**src/rtl/ks_arith_pkg.sv**
```systemverilog
`default_nettype none
// ============================================================================
//  Module      : ks_arith_pkg
//  Description : Shared sizing and FSM state encoding for the sequential
//                Kogge-Stone arithmetic engines.
//  Revision    : 1.0  initial release
// ============================================================================
package ks_arith_pkg;

    localparam int c_ks_width  = 16;
    localparam int c_ks_slice  = 4;
    localparam int c_ks_nslice = c_ks_width / c_ks_slice;

    typedef enum logic [1:0] {
        IDLE = 2'd0,
        CALC = 2'd1,
        DONE = 2'd2
    } ks_state_e;

endpackage : ks_arith_pkg
`default_nettype wire

```
**src/rtl/ksub16b_seq_if.sv**
```systemverilog
`default_nettype none
// ============================================================================
//  Module      : ksub16b_seq_if
//  Description : Operand and result valid/ready bundle of the sequential
//                subtractor.
//  Revision    : 1.0  initial release
// ============================================================================
interface ksub16b_seq_if
    import ks_arith_pkg::*;
#(
    parameter int WIDTH = c_ks_width
) ();

    logic             in_valid;
    logic             in_ready;
    logic [WIDTH-1:0] k;
    logic [WIDTH-1:0] t;
    logic             bin;
    logic             out_valid;
    logic             out_ready;
    logic [WIDTH-1:0] d;
    logic             bout;
    logic             ovf;

    modport master (
        output in_valid, k, t, bin, out_ready,
        input  in_ready, out_valid, d, bout, ovf
    );

    modport slave (
        input  in_valid, k, t, bin, out_ready,
        output in_ready, out_valid, d, bout, ovf
    );

endinterface : ksub16b_seq_if
`default_nettype wire

```
**src/rtl/ksub16b_seq_sub_slice.sv**
```systemverilog
`default_nettype none
// ============================================================================
//  Module      : sub_slice
//  Description : Combinational SLICE-bit ripple subtractor with borrow in/out,
//                built from gate primitives.
//  Revision    : 1.0  initial release
// ============================================================================
module sub_slice #(
    parameter int SLICE = 4
) (
    input  wire [SLICE-1:0] i_a,
    input  wire [SLICE-1:0] i_b,
    input  wire             i_bin,
    output wire [SLICE-1:0] o_diff,
    output wire             o_bout
);

    wire [SLICE:0] w_brw;

    assign w_brw[0] = i_bin;

    generate
        for (genvar i = 0; i < SLICE; i++) begin : g_bit
            wire w_axb;
            wire w_na;
            wire w_gen;
            wire w_nxb;
            wire w_prop;

            xor u_x0 (w_axb, i_a[i], i_b[i]);
            xor u_x1 (o_diff[i], w_axb, w_brw[i]);
            // borrow = (~a & b) | (~(a ^ b) & borrow_in)
            not u_n0 (w_na, i_a[i]);
            and u_a0 (w_gen, w_na, i_b[i]);
            not u_n1 (w_nxb, w_axb);
            and u_a1 (w_prop, w_nxb, w_brw[i]);
            or  u_o0 (w_brw[i+1], w_gen, w_prop);
        end
    endgenerate

    assign o_bout = w_brw[SLICE];

endmodule : sub_slice
`default_nettype wire

```
**src/rtl/ksub16b_seq.sv**
```systemverilog
`default_nettype none
// ============================================================================
//  Module      : ksub16b_seq
//  Description : Multi-cycle subtractor d = k - t - bin, one SLICE-bit slice
//                per clock, LSB first, with a registered borrow chain.
//  Revision    : 1.0  initial release
// ============================================================================
module ksub16b_seq
    import ks_arith_pkg::*;
#(
    parameter int WIDTH = c_ks_width,
    parameter int SLICE = c_ks_slice
) (
    input  logic            clk,
    input  logic            rst_n,
    ksub16b_seq_if.slave    bus
);

    localparam int c_nslice = WIDTH / SLICE;
    localparam int c_idx_w  = (c_nslice > 1) ? $clog2(c_nslice) : 1;
    localparam logic [c_idx_w-1:0] c_idx_last = c_idx_w'(c_nslice - 1);

    ks_state_e          r_state;
    ks_state_e          w_state_nxt;
    logic [c_idx_w-1:0] r_idx;
    logic [WIDTH-1:0]   r_k;
    logic [WIDTH-1:0]   r_t;
    logic               r_borrow;
    logic [WIDTH-1:0]   r_acc;
    logic [WIDTH-1:0]   r_d;
    logic               r_bout;
    logic               r_ovf;

    logic               w_in_ready;
    logic               w_accept;
    logic [SLICE-1:0]   w_k_s;
    logic [SLICE-1:0]   w_t_s;
    logic [SLICE-1:0]   w_diff;
    logic               w_slice_bout;
    logic [WIDTH-1:0]   w_acc_nxt;
    logic               w_ovf_nxt;

    // Held low through reset so nothing is accepted before the block is live.
    assign w_in_ready = rst_n & ((r_state == IDLE) | ((r_state == DONE) & bus.out_ready));
    assign w_accept   = bus.in_valid & w_in_ready;

    assign bus.in_ready  = w_in_ready;
    assign bus.out_valid = (r_state == DONE);
    assign bus.d         = r_d;
    assign bus.bout      = r_bout;
    assign bus.ovf       = r_ovf;

    assign w_k_s = r_k[r_idx*SLICE +: SLICE];
    assign w_t_s = r_t[r_idx*SLICE +: SLICE];

    sub_slice #(
        .SLICE (SLICE)
    ) u_sub_slice (
        .i_a    (w_k_s),
        .i_b    (w_t_s),
        .i_bin  (r_borrow),
        .o_diff (w_diff),
        .o_bout (w_slice_bout)
    );

    always_comb begin
        w_acc_nxt                       = r_acc;
        w_acc_nxt[r_idx*SLICE +: SLICE] = w_diff;
    end

    assign w_ovf_nxt = (r_k[WIDTH-1] != r_t[WIDTH-1]) && (w_acc_nxt[WIDTH-1] != r_k[WIDTH-1]);

    always_ff @(posedge clk or negedge rst_n) begin
        if (!rst_n) begin
            r_state <= IDLE;
        end else begin
            r_state <= w_state_nxt;
        end
    end

    always_comb begin
        w_state_nxt = r_state;
        case (r_state)
            IDLE: begin
                if (bus.in_valid) begin
                    w_state_nxt = CALC;
                end
            end
            CALC: begin
                if (r_idx == c_idx_last) begin
                    w_state_nxt = DONE;
                end
            end
            DONE: begin
                if (bus.out_ready) begin
                    w_state_nxt = bus.in_valid ? CALC : IDLE;
                end
            end
            default: w_state_nxt = IDLE;
        endcase
    end

    // Partial slices build up in r_acc; d only changes when a result completes.
    always_ff @(posedge clk or negedge rst_n) begin
        if (!rst_n) begin
            r_idx    <= '0;
            r_k      <= '0;
            r_t      <= '0;
            r_borrow <= 1'b0;
            r_acc    <= '0;
            r_d      <= '0;
            r_bout   <= 1'b0;
            r_ovf    <= 1'b0;
        end else if (w_accept) begin
            r_k      <= bus.k;
            r_t      <= bus.t;
            r_borrow <= bus.bin;
            r_idx    <= '0;
        end else if (r_state == CALC) begin
            r_acc    <= w_acc_nxt;
            r_borrow <= w_slice_bout;
            if (r_idx == c_idx_last) begin
                r_d    <= w_acc_nxt;
                r_bout <= w_slice_bout;
                r_ovf  <= w_ovf_nxt;
            end else begin
                r_idx <= r_idx + 1'b1;
            end
        end
    end

endmodule : ksub16b_seq
`default_nettype wire

```
**src/flat_wrapper.sv**
```systemverilog
// flat-port wrapper written by rule: the top's interface ports become plain ports
module ksub16b_seq_flat import ks_arith_pkg::*;
#(
    parameter int WIDTH = c_ks_width,
    parameter int SLICE = c_ks_slice
)
  (clk, rst_n, bus_in_valid, bus_k, bus_t, bus_bin, bus_out_ready, bus_in_ready, bus_out_valid, bus_d, bus_bout, bus_ovf);
  ksub16b_seq_if #(.WIDTH(WIDTH)) bus_i ();
  input  logic clk;
  input  logic rst_n;
  input wire logic [$bits(bus_i.in_valid)-1:0] bus_in_valid;
  input wire logic [$bits(bus_i.k)-1:0] bus_k;
  input wire logic [$bits(bus_i.t)-1:0] bus_t;
  input wire logic [$bits(bus_i.bin)-1:0] bus_bin;
  input wire logic [$bits(bus_i.out_ready)-1:0] bus_out_ready;
  output wire logic [$bits(bus_i.in_ready)-1:0] bus_in_ready;
  output wire logic [$bits(bus_i.out_valid)-1:0] bus_out_valid;
  output wire logic [$bits(bus_i.d)-1:0] bus_d;
  output wire logic [$bits(bus_i.bout)-1:0] bus_bout;
  output wire logic [$bits(bus_i.ovf)-1:0] bus_ovf;
  assign bus_i.in_valid = bus_in_valid;
  assign bus_i.k = bus_k;
  assign bus_i.t = bus_t;
  assign bus_i.bin = bus_bin;
  assign bus_i.out_ready = bus_out_ready;
  assign bus_in_ready = bus_i.in_ready;
  assign bus_out_valid = bus_i.out_valid;
  assign bus_d = bus_i.d;
  assign bus_bout = bus_i.bout;
  assign bus_ovf = bus_i.ovf;
  ksub16b_seq #(.WIDTH(WIDTH), .SLICE(SLICE)) u_core (.clk(clk), .rst_n(rst_n), .bus(bus_i));
endmodule
```
**config.mk**
```make
export PLATFORM = sky130hd
export DESIGN_NAME = ksub16b_seq_flat
export DESIGN_NICKNAME = d
export VERILOG_FILES = /design/src/rtl/ks_arith_pkg.sv /design/src/rtl/ksub16b_seq_if.sv /design/src/rtl/ksub16b_seq_sub_slice.sv /design/src/rtl/ksub16b_seq.sv /design/src/flat_wrapper.sv
export SDC_FILE = /design/constraint.sdc
export NUM_CORES = 1
export LEC_CHECK = 0
export CAP_MARGIN = 20
export CORE_UTILIZATION = 25
export CTS_CLUSTER_SIZE = 10
export DETAILED_ROUTE_END_ITERATION = 8
export HOLD_SLACK_MARGIN = 0.03
export SYNTH_ARGS = -nofsm -noshare
export SYNTH_HDL_FRONTEND = slang
export SYNTH_SLANG_ARGS = --single-unit
```
**constraint.sdc**
```tcl
create_clock -name clk -period 5.96 [get_ports clk]
set_input_delay 1.192 -clock clk [delete_from_list [all_inputs] [get_ports clk]]
set_output_delay 1.192 -clock clk [all_outputs]
set_load 0.1 [all_outputs]
```
# Word level (Yosys, flattened, before mapping)
# Cells that the tools add are included.
[op_classes]
addsub = 2
eq_ne = 9
shifts = 4
mux = 11
bitwise_logic = 33
reduce_logical = 7
[op_table]
columns = ["operator", "n"]
rows = [
  ["4-bit negator with 34-bit output", 1],
  ["4-bit by 34-bit variable shift with 16-bit output (first input constant)", 1],
  ["4-bit by 34-bit variable part select with 16-bit output", 1],
  ["16-bit by 5-bit variable part select with 4-bit output", 2],
  ["16-bit bitwise mux", 1],
  ["2-bit 2-to-1 mux", 6],
  ["1-bit AND", 11],
  ["1-bit NOT", 9],
  ["1-bit XOR", 8],
  ["2-bit case mux with 3 select lines", 1],
  ["3-bit AND reduction", 2],
  ["1-bit bitwise OR", 5],
  ["2-bit == test (second input constant)", 2],
  ["2-bit by 1-bit inequality test with 1-bit output (second input constant)", 2],
  ["2-bit inequality test (second input constant)", 2],
  ["2-bit AND reduction", 2],
  ["1-bit 2-to-1 mux", 3],
  ["2-bit by 1-bit adder with 2-bit output (second input constant)", 1],
  ["2-bit by 1-bit == test with 1-bit output (second input constant)", 1],
  ["2-bit logical NOT", 1],
  ["1-bit inequality test", 2],
  ["2-bit nonzero test", 1],
  ["1-bit logical AND", 1],
]
[word_totals]
reg_bits = 71
inputBits = 37
output_inout_bits = 20
word_cells = 75

# Longest topological paths before layout
# Gate-level depths: netlist of run 1.
[depth]
ltp_word = 14
depth_mapped = 12
ltp_nobuf = 11

# Modules after synthesis
# A second synthesis of run 1 with hierarchy kept.
[unflattened]
cells_unflattened = 234
hier_area_um2 = 3301.9
[by_module_without_submodules]
columns = ["module", "instances", "cells_per_inst", "area_per_inst_um2", "seq_area_each_um2"]
rows = [
  ["ksub16b_seq", 1, 220, 3184.3, 1676.6],
  ["sub_slice", 1, 14, 117.6, 0.0],
]

# Worst setup path before layout of run 1
# No wires, ideal clock.
[synth_timing]
kind = "input to output"
startpoint = "in bus_out_ready"
endpoint = "out bus_in_ready"
arrival_time_ps = 2204
t_required_ps = 4768
path_slack_ps = 2564
stages = 3
cell_sequence = "nand2b_1 -> nor2b_1 -> and2_1"
[synth_via]
elab_chain_cells = 3
[synth_rtl]
columns = ["element", "line", "text"]
rows = [
  ["from (decl)", "flat_wrapper.sv:15", "input wire logic [$bits(bus_i.out_ready)-1:0] bus_out_ready;"],
  ["1-bit AND", "ksub16b_seq.sv:44", "assign w_in_ready = rst_n & ((r_state == IDLE) | ((r_state == DONE) & bus.out_ready));"],
  ["1-bit bitwise OR", "ksub16b_seq.sv:44", ""],
  ["1-bit AND", "ksub16b_seq.sv:44", ""],
  ["to (decl)", "flat_wrapper.sv:16", "output wire logic [$bits(bus_i.in_ready)-1:0] bus_in_ready;"],
]
# No other way between the ends.

# Worst setup path after layout of run 1
# Ends and elaborated chain as after synthesis.

==> results of run 1 <==
[sequential cells by signal, indices dropped and copies added (netlist names)]
name and cells:
u_core.bus.d 16, u_core.r_acc 16, u_core.r_k 16, u_core.r_t 16, u_core.r_idx 2, u_core.r_state 2, u_core.bus.bout 1, u_core.bus.ovf 1
u_core.r_borrow 1
[cells in the mapped netlist, drive strengths merged]
cell type	n
a2111o	1
a21o	1
a21oi	17
a22o	7
a32o	8
and2	2
and2b	1
and4b	2
and4bb	1
buf	8
clkbuf	8
dfrtp	71
fa	4
ha	6
inv	11
mux2	33
mux2i	1
mux4	8
nand2	24
nand2b	3
nand3	1
nand3b	1
nand4b	2
nor2	3
nor2b	18
nor3b	1
nor4bb	3
o211ai	1
o21ai	19
or2b	1
xnor2	1
[layout by cell type, fill, tap and decap left out, types with 2 or more instances in the layout]
master / count
dfrtp_1: 71
clkdlybuf4s50_1: 55
mux2_4: 27
nand2_1: 24
o21ai_0: 19
nor2b_1: 18
a21oi_1: 17
inv_1: 11
clkbuf_16: 9
mux4_2: 8
a32o_1: 8
a22o_1: 7
mux2_2: 6
ha_1: 6
fa_1: 4
nand2b_1: 3
nor4bb_1: 3
nor2_1: 3
buf_4: 3
and2_1: 2
nand4b_1: 2
clkbuf_8: 2
clkbuf_1: 2
clkbuf_2: 2
[worst register-to-register path, stage by stage (launching register included)]
cell and delay, ns:
dfrtp_1 0.88, mux4_2 0.59, inv_1 0.10, fa_1 0.17, inv_1 0.05, fa_1 0.37, fa_1 0.38, inv_1 0.08
fa_1 0.43, inv_1 0.20, a21oi_1 0.15, o21ai_0 0.18
[layout make-up]
| cell class | count | share of cell area (%) |
|---|---|---|
| clock buffers | 13 | 5.848 |
| clock inverters | 1 | 0.1125 |
| inverters | 11 | 0.9277 |
| multi-input cells | 170 | 34.52 |
| flip-flops and latches | 71 | 39.92 |
| well taps | 176 | 4.948 |
| repair buffers | 61 | 13.72 |
[metrics by stage]
| stage | instance area, µm² | instances | util [%] | hold WS [ns] | worst slack [ns] |
|---|---|---|---|---|---|
| final | 4451 | 503 | 33.34 | 0.4750 | 1.542 |
| after global routing | 4451 | 503 | 33.34 | 0.4924 | 1.458 |
| after floorplan | 3451 | 268 | - | 0.4552 | 2.564 |
| after global placement | 4148 | 486 | 31.07 | 0.4663 | 1.556 |
| after CTS | 4413 | 500 | 33.06 | 0.4818 | 1.525 |
| after detailed placement | 4148 | 486 | 31.07 | 0.4699 | 1.539 |
[metal layers]
layer / routed length, µm / global-route usage (%) / vias to the layer above / share of wire [%]
li1: - / - / 1067 / -
met1: 3324 / 13.95 / 1083 / 47
met2: 3313 / 16.58 / 44 / 47
met3: 341 / 3.113 / 12 / 4.8
met4: 119 / 4.688 / 0 / 1.7
met5: 0 / 0 / - / 0
[worst paths after layout]
path | to | cells past startpoint | start | slack, ns
worst min-delay path | u_core.bus.d[3]$_DFFE_PN0P_ | 2 | u_core.bus.d[3]$_DFFE_PN0P_ | 0.48
worst max-delay path | bus_in_ready | 5 | bus_out_ready | 1.54
max in group asynchronous | u_core.r_k[0]$_DFFE_PN0P_ | 2 | rst_n | 4.24
worst max register to register | u_core.r_acc[15]$_DFFE_PN0P_ | 11 | u_core.r_idx[0]$_DFFE_PN0P_ | 2.29
min in group asynchronous | u_core.bus.d[2]$_DFFE_PN0P_ | 2 | rst_n | 1.12
worst min register to register | u_core.bus.d[3]$_DFFE_PN0P_ | 2 | u_core.bus.d[3]$_DFFE_PN0P_ | 0.48
[cells by family after synthesis]
logic type                 share of synthesized area [%]
adders and majority gates                          4.496
muxes                                              19.22
xor gates and xnor gates                          0.2539
and+or+nand+nor                                    10.44
DFF                                                51.49
buffers and inverters                              4.025
AOI/OAI and AO/OA                                  10.08
==> results.sh, run 1 <==
export IMPL_synth_cells=268
export IMPL_synth_area_leader_cell="dfrtp_1"
export IMPL_regArea_um2=1777
export IMPL_fillCellCount=1369
export IMPL_start_kind="primary input"
export IMPL_grt_usage_pct=10.75
export IMPL_drcViolationCount=0
export IMPL_max_slew_margin_rel_pct=33.04
export IMPL_ant_nets=0
export IMPL_fin_crit_ns=4.418
export IMPL_slew_viol_final=0
export IMPL_dp_hpwl_um=4953
export IMPL_grt_overflow=0
export IMPL_synth_nets=315
export IMPL_finalSetupTns_ns=0
export IMPL_crit_top_cell="clkdlybuf4s50_1"
export IMPL_clk_pin_slew_worst_paths_ns=0.05
export IMPL_post_route_period_util_pct=74.13
export IMPL_synth_warnings=0
export IMPL_io_buffer_count=56
export IMPL_grt_pass1_wl_um=11650
export IMPL_critPathCaptureType="output port"
export IMPL_drt_pre_antenna_iters=4
export IMPL_die_h_um=119.5
export IMPL_post_cts_buffers=0
export IMPL_row_count=42
export IMPL_grt_setup_unrepaired="no"
export IMPL_nets=371
export IMPL_numCtsBuffers=9
export IMPL_skew_ns=0.004836
export IMPL_yosysUniqueCellTypes=34
export IMPL_ys_ff_latch=71
export IMPL_start_util_pct=25.85
export IMPL_worst_setup_path_type="in2out"
export IMPL_post_cts_resized=0
export IMPL_avgRoutedWirePerCell_um=14.11
export IMPL_tightest_slew_ns=1.001
export IMPL_multi_input_area_um2=1536
export IMPL_cpPeakStageDelay_ns=1.12
export IMPL_antenna_found_initial=0
export IMPL_critPathSlowestCell="clkdlybuf4s50_1"
export IMPL_die_w_um=119.5
export IMPL_final_hold_violation_count=0
export IMPL_fmax_mhz=226.3
export IMPL_drv_cap=0
export IMPL_clockBufferDepth=2
export IMPL_netlist_area_leader_share_pct=51.49
export IMPL_h_tree_depth=3
export IMPL_via_count=2206
export IMPL_syn2layout_area_growth_pct=28.97
export IMPL_grt_max_degree=74
export IMPL_hp_class="reg2reg"
export IMPL_coreArea_um2=13350
export IMPL_netlist_area_um2=3451
export IMPL_io_pins=57
export IMPL_cts_tree="done"
export IMPL_synth_seq_area_share_pct=51.49
export IMPL_cp_num_buf_inv=2
export IMPL_dieArea_um2=14280
export IMPL_antenna_cells=0
export IMPL_setup_viol=0
export IMPL_critPathMaxFanout=3
export IMPL_status="complete, no violations"
export IMPL_cts_hold_buf=0
export IMPL_insertion_delay_ns=0.33
export IMPL_place_gp_congestion=0.7022
export IMPL_drive_gt1_share_pct=18.65
export IMPL_grt_pass1_vias=2243
export IMPL_path_delay_family="buffers and inverters"
export IMPL_required_ns=4.77
export IMPL_root_buffer="clkbuf_16"
export IMPL_clock_sinks=71
export IMPL_totalWireLength_um=7099
export IMPL_syn_avg_cell_area_um2=12.88
export IMPL_viasPerCell=4.386
export IMPL_arrival_ns=3.23
export IMPL_cp_cell_sequence="clkdlybuf4s50_1 > nand2b_1 > nor2b_1 > and2_1 > clkdlybuf4s50_1"
export IMPL_dr_first_iter_drc_count=95
export IMPL_synthTopCellsByArea="dfrtp_1 51%, mux2_4 12%, mux4_2 5.2%"
Power of run 1 is not shown: default switching activity piles up to over one toggle a cycle in this logic, so the estimate is an artifact.
==> inputs of run 2 (changes only) <==
==> constraint.sdc (replaced) <==
create_clock -name clk -period 4.6 [get_ports clk]
set_input_delay 0.92 -clock clk [delete_from_list [all_inputs] [get_ports clk]]
set_output_delay 0.92 -clock clk [all_outputs]
set_load 0.1 [all_outputs]
==> results.sh, run 2 (synthesized netlist as in run 1, its figures left out) <==
export IMPL_insertion_delay_ns=0.33
export IMPL_post_cts_resized=0
export IMPL_rrSetupSlack_ns=1.22
export IMPL_required_ns=4.84
export IMPL_ant_nets=0
export IMPL_io_buffer_count=56
export IMPL_dieArea_um2=14280
export IMPL_die_w_um=119.5
export IMPL_max_slew_margin_rel_pct=34.31
export IMPL_post_place_cells=488
export IMPL_syn2layout_area_growth_pct=30.28
export IMPL_viasPerCell=4.379
export IMPL_die_h_um=119.5
export IMPL_post_route_period_util_pct=73.42
export IMPL_via_count=2216
export IMPL_place_gp_congestion=0.8170
export IMPL_cts_tree="done"
export IMPL_fin_crit_ns=3.377
export IMPL_grt_max_degree=53
export IMPL_slew_viol_final=0
export IMPL_dpl_cell_area_um2=4160
export IMPL_reg2regPathDepth=12
export IMPL_clk_pin_slew_worst_paths_ns=0.05
export IMPL_mostFrequentLayoutCells="71 x dfrtp_1, 54 x clkdlybuf4s50_1, 27 x mux2_4"
export IMPL_root_buffer="clkbuf_16"
export IMPL_io_pins=57
export IMPL_finalSetupTns_ns=0
export IMPL_final_cells=506
export IMPL_avgRoutedWirePerCell_um=14.65
export IMPL_row_count=42
export IMPL_skew_ns=0.006295
export IMPL_dr_first_iter_drc_count=94
export IMPL_rr_startpoint="u_core.r_idx[0]$_DFFE_PN0P_"
export IMPL_final_hold_violation_count=0
export IMPL_r2r_end="u_core.bus.d[11]$_DFFE_PN0P_"
export IMPL_antenna_cells=0
export IMPL_fmax_mhz=296.1
export IMPL_status="complete, no violations"
export IMPL_grt_pass1_wl_um=12200
export IMPL_finalInstanceArea_um2=4496
export IMPL_drv_cap=0
export IMPL_clockBufferDepth=2
export IMPL_drive_gt1_share_pct=20.00
export IMPL_h_tree_depth=3
export IMPL_antenna_found_initial=0
export IMPL_worst_setup_path_type="reg2reg"
export IMPL_post_cts_buffers=0
export IMPL_drcViolationCount=0
export IMPL_start_util_pct=25.85
export IMPL_grt_usage_pct=11.32
export IMPL_grt_overflow=0
export IMPL_arrival_ns=3.62
export IMPL_fillCellCount=1363
export IMPL_totalWireLength_um=7411
export IMPL_drt_pre_antenna_iters=4
export IMPL_start_kind="flip-flop"
export IMPL_critPathCaptureType="flip-flop"
export IMPL_hp_class="in2async"
export IMPL_cts_hold_buf=0
export IMPL_setup_viol=0
export IMPL_numCtsBuffers=9
export IMPL_layout_commonest_cell="dfrtp_1"
export IMPL_coreArea_um2=13350
export IMPL_grt_pass1_vias=2314
export IMPL_clock_sinks=71
export IMPL_critPathMaxFanout=12
export IMPL_grt_setup_unrepaired="no"
export IMPL_tightest_slew_ns=0.9823
export IMPL_dp_hpwl_um=5397
export IMPL_nets=372
## run 2: through the flow
| step | hold WS [ns] | setup slack, ns | util (%) |
|---|---|---|---|
| after detailed placement | 0.4701 | 1.170 | 31.17 |
| after floorplan | 0.4552 | 1.429 | - |
| after global placement | 0.4660 | 1.273 | 31.17 |
| after CTS | 0.4699 | 1.152 | 33.49 |
| after global routing | 0.4820 | 1.001 | 33.68 |
| final | 0.4695 | 1.223 | 33.68 |
## run 2: how the worst max path moves through the flow
stage,slack [ns],depth (start not counted),endpoint,start
3_3_place_gp,1.27,12,u_core.bus.ovf$_DFFE_PN0P_,u_core.r_idx[0]$_DFFE_PN0P_
6_report,1.22,12,u_core.bus.d[11]$_DFFE_PN0P_,u_core.r_idx[0]$_DFFE_PN0P_
3_5_place_dp,1.17,12,u_core.bus.d[11]$_DFFE_PN0P_,u_core.r_idx[0]$_DFFE_PN0P_
4_1_cts,1.15,12,u_core.bus.d[11]$_DFFE_PN0P_,u_core.r_idx[0]$_DFFE_PN0P_
5_1_grt,1.00,12,u_core.bus.d[11]$_DFFE_PN0P_,u_core.r_idx[0]$_DFFE_PN0P_
2_1_floorplan,1.43,12,u_core.bus.ovf$_DFFE_PN0P_,u_core.r_idx[0]$_DFFE_PN0P_
## run 2: worst max-delay path, cell delays in order, from the launching register on
cell	delay (ns)
dfrtp_1	0.51
buf_4	0.28
mux4_2	0.51
inv_1	0.09
fa_1	0.16
inv_1	0.05
fa_1	0.38
fa_1	0.38
inv_1	0.08
fa_1	0.42
inv_1	0.18
a21oi_1	0.09
o21ai_0	0.16
## run 2: final cells by class
class / instances / area, µm² / area share (%)
inverters: 11 / 41.29 / 0.9185
multi-input cells: 170 / 1536 / 34.18
clock inverters: 3 / 40.04 / 0.8906
clock buffers: 13 / 270.3 / 6.012
repair buffers: 62 / 610.6 / 13.58
well taps: 176 / 220.2 / 4.898
flip-flops and latches: 71 / 1777 / 39.52
## run 2: metal layers
metal	GRT usage, %	share of wire, %
met4	5.156	1.8
met1	15.15	49
met2	17.02	45
met5	0	0
met3	3.017	4.5
Power of run 2 is left out for the same reason.
==> inputs of run 3 (changes only) <==
==> constraint.sdc (replaced) <==
create_clock -name clk -period 3.4 [get_ports clk]
set_input_delay 0.68 -clock clk [delete_from_list [all_inputs] [get_ports clk]]
set_output_delay 0.68 -clock clk [all_outputs]
set_load 0.1 [all_outputs]
==> results.sh, run 3 (synthesized netlist as in run 1, its figures left out) <==
export IMPL_status="complete, no violations"
export IMPL_totalWireLength_um=7641
export IMPL_numCtsBuffers=9
export IMPL_critPathSlowestCell="mux4_2"
export IMPL_path_delay_family="adder cells"
export IMPL_cts_tree="done"
export IMPL_syn2layout_area_growth_pct=30.64
export IMPL_regArea_um2=1777
export IMPL_start_util_pct=25.85
export IMPL_fillCellCount=1360
export IMPL_required_ns=3.64
export IMPL_ant_nets=0
export IMPL_hp_class="in2async"
export IMPL_clockBufferDepth=2
export IMPL_tightest_slew_ns=0.7503
export IMPL_grt_pass1_vias=2448
export IMPL_grt_pass1_wl_um=12940
export IMPL_via_count=2267
export IMPL_insertion_delay_ns=0.33
export IMPL_slew_viol_final=0
export IMPL_layout_commonest_cell="dfrtp_1"
export IMPL_die_w_um=119.5
export IMPL_final_hold_violation_count=0
export IMPL_drv_cap=0
export IMPL_grt_setup_unrepaired="no"
export IMPL_critPathCaptureType="flip-flop"
export IMPL_grt_usage_pct=11.86
export IMPL_fin_crit_ns=3.134
export IMPL_io_pins=57
export IMPL_worst_setup_path_type="reg2reg"
export IMPL_drive_gt1_share_pct=26.73
export IMPL_critPathMaxFanout=12
export IMPL_start_kind="flip-flop"
export IMPL_coreArea_um2=13350
export IMPL_drt_pre_antenna_iters=4
export IMPL_post_cts_buffers=0
export IMPL_crit_top_cell="fa_1"
export IMPL_cp_num_buf_inv=3
export IMPL_layout_setup_ws_ns=0.2663
export IMPL_dp_hpwl_um=5618
export IMPL_post_place_cells=493
export IMPL_drcViolationCount=0
export IMPL_cpPeakStageDelay_ns=0.55
export IMPL_post_cts_resized=0
export IMPL_antenna_cells=0
export IMPL_place_gp_congestion=0.8306
export IMPL_mostFrequentLayoutCells="71 x dfrtp_1, 35 x clkdlybuf4s50_1, 29 x buf_4"
export IMPL_dieArea_um2=14280
export IMPL_grt_max_degree=53
export IMPL_post_route_period_util_pct=92.17
export IMPL_root_buffer="clkbuf_16"
export IMPL_finalSetupTns_ns=0
export IMPL_max_slew_margin_rel_pct=49.83
export IMPL_antenna_found_initial=0
export IMPL_row_count=42
export IMPL_skew_ns=0.007008
export IMPL_h_tree_depth=3
export IMPL_dr_first_iter_drc_count=152
export IMPL_multi_input_area_um2=1536
export IMPL_arrival_ns=3.37
export IMPL_clk_pin_slew_worst_paths_ns=0.06
export IMPL_io_buffer_count=56
export IMPL_cp_cell_sequence="buf_4 > mux4_2 > fa_1 > fa_1 > inv_1 > fa_1 > inv_1 > a21oi_1 > o21ai_0"
export IMPL_die_h_um=119.5
export IMPL_dp_slack_ns=0.2699
export IMPL_setup_viol=0
export IMPL_avgRoutedWirePerCell_um=15.01
export IMPL_viasPerCell=4.454
export IMPL_fmax_mhz=319.1
export IMPL_cts_hold_buf=0
export IMPL_nets=375
export IMPL_grt_overflow=0
export IMPL_clock_sinks=71
export IMPL_final_cells=509
[run 3: final timing paths]
check,startpoint,end,slack [ns],cells after the start
worst max-delay path,u_core.r_idx[0]$_DFFE_PN0P_,u_core.bus.d[15]$_DFFE_PN0P_,0.27,9
worst min-delay path,rst_n,u_core.bus.d[0]$_DFFE_PN0P_,0.23,1
worst max register to register,u_core.r_idx[0]$_DFFE_PN0P_,u_core.bus.d[15]$_DFFE_PN0P_,0.27,9
worst min register to register,u_core.bus.d[12]$_DFFE_PN0P_,u_core.bus.d[12]$_DFFE_PN0P_,0.48,2
max in group asynchronous,rst_n,u_core.r_acc[14]$_DFFE_PN0P_,2.22,2
min in group clk,u_core.bus.d[12]$_DFFE_PN0P_,u_core.bus.d[12]$_DFFE_PN0P_,0.48,2
[run 3: cell type report]
class | count | share of cell area [%]
Sequential cell | 71 | 39.41
Clock inverter | 7 | 2.664
Multi-Input combinational cell | 170 | 34.08
Timing Repair Buffer | 65 | 13.04
Tap cell | 176 | 4.885
Clock buffer | 9 | 4.996
Inverter | 11 | 0.9159
[run 3: per-layer routing]
layer	wire length [µm]	GRT usage, %
met5	0	0
met4	90	4.688
met3	361	3.065
met2	3704	18.89
met1	3484	15.32
[run 3: metrics by stage]
stage	hold WS, ns	utilization, %	area (µm²)
CTS	0.2224	33.77	4508
detailed placement	0.4749	31.19	4163
floorplan	0.3844	-	3451
global placement	0.4667	31.19	4163
global route	0.2366	33.77	4508
finish	0.2262	33.77	4508
[run 3: worst reg2reg max path: cells and delay by family (launching register included)]
kind                     cells  cell delay (ns)
AO/OA/AOI/OAI                2             0.26
adder cells (fa/ha/maj)      3             1.26
buffers and inverters        3             0.53
flip-flops                   1             0.45
multiplexers                 1             0.55
Power of run 3 is left out for the same reason.
